File: config.mk
export PLATFORM = sky130hd
export DESIGN_NAME = cf_sweep_ctrl_flat
export DESIGN_NICKNAME = d
export VERILOG_FILES = /design/src/rtl/cf_sweep_ctrl_pkg.sv /design/src/rtl/cf_sweep_ctrl_if.sv /design/src/rtl/cf_sweep_ctrl_eval.sv /design/src/rtl/cf_sweep_ctrl.sv /design/src/flat_wrapper.sv
export SDC_FILE = /design/constraint.sdc
export NUM_CORES = 1
export LEC_CHECK = 0
export ABC_AREA = 1
export CORE_MARGIN = 2
export CORE_UTILIZATION = 30
export DETAILED_ROUTE_END_ITERATION = 10
export MAX_ROUTING_LAYER = met4
export PLACE_DENSITY_LB_ADDON = 0.25
export SKIP_CTS_REPAIR_TIMING = 1
export SYNTH_ARGS = -nofsm -noshare
export SYNTH_HDL_FRONTEND = slang
export SYNTH_SLANG_ARGS = --single-unit
export TNS_END_PERCENT = 100
File: constraint.sdc
create_clock -name clk -period 2 [get_ports clk]
set_input_delay 0.6 -clock clk [delete_from_list [all_inputs] [get_ports clk]]
set_output_delay 0.6 -clock clk [all_outputs]
set_load 0.1 [all_outputs]
File: src/rtl/cf_sweep_ctrl_pkg.sv
// Shared types and constants for the function-block sweep controller.
package cf_pkg;
    typedef enum logic [1:0] {
        IDLE  = 2'd0,
        SWEEP = 2'd1,
        DONE  = 2'd2
    } sweep_state_t;

    localparam int          NUM_VEC   = 16;
    localparam logic [15:0] CF_GOLDEN = 16'hA7FF;

    typedef logic [3:0] vec_t;
endpackage

File: src/rtl/cf_sweep_ctrl_if.sv
// Control and result bundle between the sweep controller and its user.
interface cf_sweep_ctrl_if;
    import cf_pkg::*;

    logic        start;
    logic        abort;
    logic        busy;
    logic        done;
    vec_t        vec_out;
    logic        y_mon;
    logic [15:0] table_out;
    logic        pass;
    logic [4:0]  err_count;
    vec_t        first_err;
    logic        first_err_valid;

    modport master (
        output start, abort,
        input  busy, done, vec_out, y_mon, table_out, pass,
               err_count, first_err, first_err_valid
    );

    modport slave (
        input  start, abort,
        output busy, done, vec_out, y_mon, table_out, pass,
               err_count, first_err, first_err_valid
    );
endinterface

File: src/rtl/cf_sweep_ctrl_eval.sv
// Four-input combinational function block under test.
module cf_eval (
    input  logic a,
    input  logic b,
    input  logic c,
    input  logic d,
    output logic y
);
    assign y = ~a | (~b & ~c) | (b & d) | (~b & ~d);
endmodule

File: src/rtl/cf_sweep_ctrl.sv
// Walks all 16 input vectors through cf_eval, captures the truth table
// and publishes a comparison against the EXPECTED golden table.
module cf_sweep_ctrl
    import cf_pkg::*;
#(
    parameter logic [15:0] EXPECTED = CF_GOLDEN,
    parameter int          HOLD     = 1
) (
    input  logic            clk,
    input  logic            rst,
    cf_sweep_ctrl_if.slave  bus
);
    localparam logic [7:0] HOLD_LAST = 8'(HOLD - 1);

    sweep_state_t state_r, state_s;
    vec_t         vec_r, vec_s;
    logic [7:0]   hold_r, hold_s;
    logic [15:0]  work_table_r, work_table_s;
    logic [4:0]   work_err_r, work_err_s;
    vec_t         work_fe_r, work_fe_s;
    logic         work_fev_r, work_fev_s;
    logic         y_s;

    logic         busy_r, done_r, pass_r, fev_r;
    logic [15:0]  table_r;
    logic [4:0]   err_r;
    vec_t         fe_r;

    cf_eval u_eval (
        .a (vec_r[3]),
        .b (vec_r[2]),
        .c (vec_r[1]),
        .d (vec_r[0]),
        .y (y_s)
    );

    // Next-state and working-result computation for the sweep sequencer.
    always_comb begin
        state_s      = state_r;
        vec_s        = vec_r;
        hold_s       = hold_r;
        work_table_s = work_table_r;
        work_err_s   = work_err_r;
        work_fe_s    = work_fe_r;
        work_fev_s   = work_fev_r;
        case (state_r)
            IDLE: begin
                if (bus.start) begin
                    state_s      = SWEEP;
                    vec_s        = 4'd0;
                    hold_s       = 8'd0;
                    work_table_s = 16'h0000;
                    work_err_s   = 5'd0;
                    work_fe_s    = 4'd0;
                    work_fev_s   = 1'b0;
                end else begin
                    state_s = IDLE;
                end
            end
            SWEEP: begin
                // Abort has priority over the final sample, so nothing is published.
                if (bus.abort) begin
                    state_s = IDLE;
                    vec_s   = 4'd0;
                    hold_s  = 8'd0;
                end else if (hold_r == HOLD_LAST) begin
                    work_table_s[vec_r] = y_s;
                    hold_s              = 8'd0;
                    if (y_s != EXPECTED[vec_r]) begin
                        work_err_s = work_err_r + 5'd1;
                        if (!work_fev_r) begin
                            work_fe_s  = vec_r;
                            work_fev_s = 1'b1;
                        end else begin
                            work_fe_s  = work_fe_r;
                            work_fev_s = work_fev_r;
                        end
                    end else begin
                        work_err_s = work_err_r;
                    end
                    if (vec_r == 4'd15) begin
                        state_s = DONE;
                    end else begin
                        vec_s = vec_r + 4'd1;
                    end
                end else begin
                    hold_s = hold_r + 8'd1;
                end
            end
            DONE: begin
                state_s = IDLE;
            end
            default: begin
                state_s = IDLE;
            end
        endcase
    end

    // State, working registers and published results.
    always_ff @(posedge clk) begin
        if (rst) begin
            state_r      <= IDLE;
            vec_r        <= 4'd0;
            hold_r       <= 8'd0;
            work_table_r <= 16'h0000;
            work_err_r   <= 5'd0;
            work_fe_r    <= 4'd0;
            work_fev_r   <= 1'b0;
            busy_r       <= 1'b0;
            done_r       <= 1'b0;
            table_r      <= 16'h0000;
            err_r        <= 5'd0;
            fe_r         <= 4'd0;
            fev_r        <= 1'b0;
            pass_r       <= 1'b0;
        end else begin
            state_r      <= state_s;
            vec_r        <= vec_s;
            hold_r       <= hold_s;
            work_table_r <= work_table_s;
            work_err_r   <= work_err_s;
            work_fe_r    <= work_fe_s;
            work_fev_r   <= work_fev_s;
            busy_r       <= (state_s == SWEEP);
            done_r       <= (state_s == DONE);
            if (state_s == DONE) begin
                table_r <= work_table_s;
                err_r   <= work_err_s;
                fe_r    <= work_fe_s;
                fev_r   <= work_fev_s;
                pass_r  <= (work_err_s == 5'd0);
            end
        end
    end

    assign bus.busy            = busy_r;
    assign bus.done            = done_r;
    assign bus.vec_out         = vec_r;
    assign bus.y_mon           = y_s;
    assign bus.table_out       = table_r;
    assign bus.err_count       = err_r;
    assign bus.first_err       = fe_r;
    assign bus.first_err_valid = fev_r;
    assign bus.pass            = pass_r;
endmodule

File: src/flat_wrapper.sv
// flat-port wrapper written by rule: the top's interface ports become plain ports
module cf_sweep_ctrl_flat import cf_pkg::*;
#(
    parameter logic [15:0] EXPECTED = CF_GOLDEN,
    parameter int          HOLD     = 1
)
  (clk, rst, bus_start, bus_abort, bus_busy, bus_done, bus_vec_out, bus_y_mon, bus_table_out, bus_pass, bus_err_count, bus_first_err, bus_first_err_valid);
  cf_sweep_ctrl_if bus_i ();
  input  logic clk;
  input  logic rst;
  input wire logic [$bits(bus_i.start)-1:0] bus_start;
  input wire logic [$bits(bus_i.abort)-1:0] bus_abort;
  output wire logic [$bits(bus_i.busy)-1:0] bus_busy;
  output wire logic [$bits(bus_i.done)-1:0] bus_done;
  output wire logic [$bits(bus_i.vec_out)-1:0] bus_vec_out;
  output wire logic [$bits(bus_i.y_mon)-1:0] bus_y_mon;
  output wire logic [$bits(bus_i.table_out)-1:0] bus_table_out;
  output wire logic [$bits(bus_i.pass)-1:0] bus_pass;
  output wire logic [$bits(bus_i.err_count)-1:0] bus_err_count;
  output wire logic [$bits(bus_i.first_err)-1:0] bus_first_err;
  output wire logic [$bits(bus_i.first_err_valid)-1:0] bus_first_err_valid;
  assign bus_i.start = bus_start;
  assign bus_i.abort = bus_abort;
  assign bus_busy = bus_i.busy;
  assign bus_done = bus_i.done;
  assign bus_vec_out = bus_i.vec_out;
  assign bus_y_mon = bus_i.y_mon;
  assign bus_table_out = bus_i.table_out;
  assign bus_pass = bus_i.pass;
  assign bus_err_count = bus_i.err_count;
  assign bus_first_err = bus_i.first_err;
  assign bus_first_err_valid = bus_i.first_err_valid;
  cf_sweep_ctrl #(.EXPECTED(EXPECTED), .HOLD(HOLD)) u_core (.clk(clk), .rst(rst), .bus(bus_i));
endmodule
==> results_dict.tcl <==
set metrics [dict create \
    cts-htree-levels 3 \
    placedCellCount 672 \
    synthesis_stage_register_bit_count 70 \
    sequentialPowerShare_pct 42.2 \
    vias_per_cell 4.47 \
    muxShareOfSynthArea_pct 0 \
    fp.dieW_um 112 \
    antenna_cells_inserted 0 \
    grt-ovfl-total 0 \
    clock_skew_ps 6.41 \
    dr_wl_met2_um 3440 \
    grt_max_degree 42 \
    number_of_cells_produced_by_synthesis 476 \
    post_route_cells_drive_above_1_share_pct 26.5 \
    power.share.combinational_pct 7.3 \
    timing.critical_path.required_ps 1400 \
    hpwl_um 6110 \
    clkPwrFrac_pct 50.5 \
    report.final.hold_viol_count 0 \
    timing.critical_path.from_type "flip-flop" \
    dr.pass1.iters 5 \
    max-cap-violations 0 \
    die_h_um 112 \
    timing_worst_setup_path_type "reg -> out" \
    critical_path_at_ps 1310 \
    power.switching_mw 0.745 \
    input_output_buffers 37 \
    antenna_violations_before_repair 0 \
    synth_adder_area_share_pct 2.52 \
    post_synth_instance_area_sq_um 3470 \
    vdd_drop_max_mv 0.387 \
    post-route-drc-count 0 \
    detail_route.wl_per_cell_um 12.1 \
    power_density_nw_per_um2 680 \
    netSwitchingFraction_pct 22.3 \
    critPathSlowestCell "dfxtp_1" \
    min_period_ps 1910 \
    initial_core_util_pct 30.5 \
    synth_compound_area_share_pct 13.9 \
    finish.cell_count_without_fillers 693 \
    fmaxAchievable_mhz 523 \
    grt_first_pass_wirelength_um 14300 \
    internal-power_mw 2.59 \
    yosys.area_share.simple_pct 28.5 \
    final-max-slew-violation-count 0 \
    maxUsedRoutingLayer "met4" \
    cts.clk_slew.worst_paths_ps 50 \
    cpPeakStageDelay_ps 330 \
    postSynth.asyncResetShare_pct 0 \
    cts_tree "yes" \
    max_slew.worst_pin.slew_ps 303 \
    clock_insertion_delay_worst_skew_ps 340 \
    die_area_sq_um 12500 \
    place.gp.congestion 0.868 \
    setup.worst_path.end_class "primary output" \
    period_share_pct 95.7 \
    cts_made_buffers 9 \
    met3_wirelength_um 449 \
    postSynthAreaPerCell_sq_um 7.30 \
    synth_unique_cells 38 \
    yosys_warnings 0 \
    drtAntennaViolNets 0 \
    routed_wirelength_um 8380 \
    clkSinkCount 70 \
    clk_path_buf_depth 2 \
    synth_top_family_by_area "simple AND/OR/NAND/NOR gates" \
    ios 38 \
    cells_along_the_critical_path "buf_4 -> nand2_1 -> nand2_2 -> nand3_4 -> buf_12" \
    setup_viol 0 \
    synth_seq_area_share_pct 40.3 \
    final.setup.tns_ps 0 \
    crit_path_max_fanout 8 \
    cts.root.buffer_cell "clkbuf_16" \
    route.layer.met1.wl_um 4210 \
    post_synth_xor_area_fraction_pct 0 \
    area_growth_syn_to_layout_pct 41.4 \
    yosys_most_used_dff "dfxtp_1" \
    fin_nets 556 \
    hold_path.class "reg -> reg" \
    max_slew_margin_pct 79.7 \
    leakage_dissipation_nw 2.07 \
    synth_enable_flop_cells 0 \
    core_area_sq_um 11400 \
    globalRouteTotalUtil_pct 15.0 \
    drtIter0Drc 201 \
    number_of_global_route_vias_before_repair 2960 \
    synthesized_net_count 487 \
    status "finished clean" \
    num_vias 3096 \
    floorplan.rows 39 \
    grt_setup_unrepaired "yes" \
]
-- cells in the final DEF, fill, tap and decap left out, drive strengths merged, types with 2 or more instances in the layout --
master	Yosys	layout
inv	88	88
nand2	77	77
buf	16	76
nor2	73	74
dfxtp	70	70
o21ai	42	42
nand3	30	30
a21oi	22	22
o211ai	14	14
clkbuf	6	14
nor3	9	9
ha	7	7
nand4	5	5
clkinv	5	5
a31oi	5	5
nor3b	2	2
clkdlybuf4s50	0	2
-- sequential cells by signal, summed over array words and instances (netlist names), named ones only --
signal / count
u_core.bus.done: 1
u_core.state_r: 2
u_core.work_err_r: 5
u_core.bus.vec_out: 4
u_core.bus.pass: 1
u_core.bus.first_err_valid: 1
u_core.bus.err_count: 5
u_core.work_fev_r: 1
u_core.work_table_r: 16
u_core.work_fe_r: 4
u_core.bus.table_out: 16
u_core.bus.busy: 1
u_core.hold_r: 8
u_core.bus.first_err: 4
-- per-layer routing --
| layer | vias up | track usage [%] |
|---|---|---|
| met5 | - | - |
| met4 | 0 | 8.31 |
| met3 | 23 | 2.56 |
| met2 | 78 | 20.8 |
| met1 | 1352 | 20.6 |
| li1 | 1643 | - |
-- synthesized netlist by cell type (5+ instances only) --
cell	number	share of area, %
nand2_4	7	2.3
nand2_2	7	1.3
inv_1	72	7.8
ha_1	7	2.5
nand2_1	63	6.8
buf_6	5	1.6
o21ai_1	13	1.9
clkbuf_1	6	0.65
dfxtp_1	70	40
nor2_1	65	7.0
inv_2	16	1.7
a31oi_1	5	0.90
o21ai_0	28	4.0
nor3_1	8	1.2
buf_4	6	1.3
o211ai_1	14	3.0
a21oi_1	20	2.9
nand4_1	5	0.90
nand3_1	26	3.7
-- stage by stage --
| stage | utilization, % | setup WS, ps | hold slack (ps) | total power [mW] | cell area, sq um |
|---|---|---|---|---|---|
| 2_1_floorplan | - | 227 | 446 | 1.58 | 3480 |
| 3_3_place_gp | 39.6 | -322 | 466 | 1.66 | 4510 |
| 3_5_place_dp | 39.6 | -328 | 474 | 1.66 | 4510 |
| 4_1_cts | 42.5 | 17.2 | 482 | 3.36 | 4830 |
| 5_1_grt | 43.2 | -11.2 | 502 | 3.47 | 4910 |
| 6_report | 43.2 | 87.0 | 479 | 3.34 | 4910 |
-- cell type report --
type                       count  area [sq um]
fill                        1136          6460
multi-input combinational    292          1620
sequential                    70          1400
timing repair buffer          79          1040
inverter                      93           350
clock buffer                  14           284
tap                          143           179
clock inverter                 2          37.5
-- critical path: cells and delay by family (launching register included) --
| family | cells | cell delay (ps) |
|---|---|---|
| and+or+nand+nor | 3 | 270 |
| DFF | 1 | 330 |
| buffers and inverters | 2 | 370 |
-- cell families (layout without fill, tap and decap cells) --
| logic type | count (synthesis) | count (layout) |
|---|---|---|
| AND/OR/NAND/NOR | 199 | 200 |
| AO/OA/AOI/OAI | 85 | 85 |
| adder cells (fa/ha/maj) | 7 | 7 |
| buffers and inverters | 115 | 188 |
| flip-flops | 70 | 70 |
-- final timing paths --
check,start,endpoint,slack (ps),cells after the start
max reg2reg,u_core.hold_r[0],u_core.bus.table_out[9],110,13
min,u_core.work_fe_r[3],u_core.work_fe_r[3],480,2
max,u_core.bus.vec_out[0],bus_y_mon,90,5
min reg2reg,u_core.work_fe_r[3],u_core.work_fe_r[3],480,2
-- power groups by stage --
stage               registers, mW  logic [mW]  clock network, mW
floorplan                    1.45       0.135                  0
global placement             1.44       0.224                  0
detailed placement           1.44       0.225                  0
CTS                          1.41       0.226               1.73
global route                 1.41       0.262               1.80
finish                       1.41       0.244               1.69
Note: power is estimated with default switching activity, not from simulation.
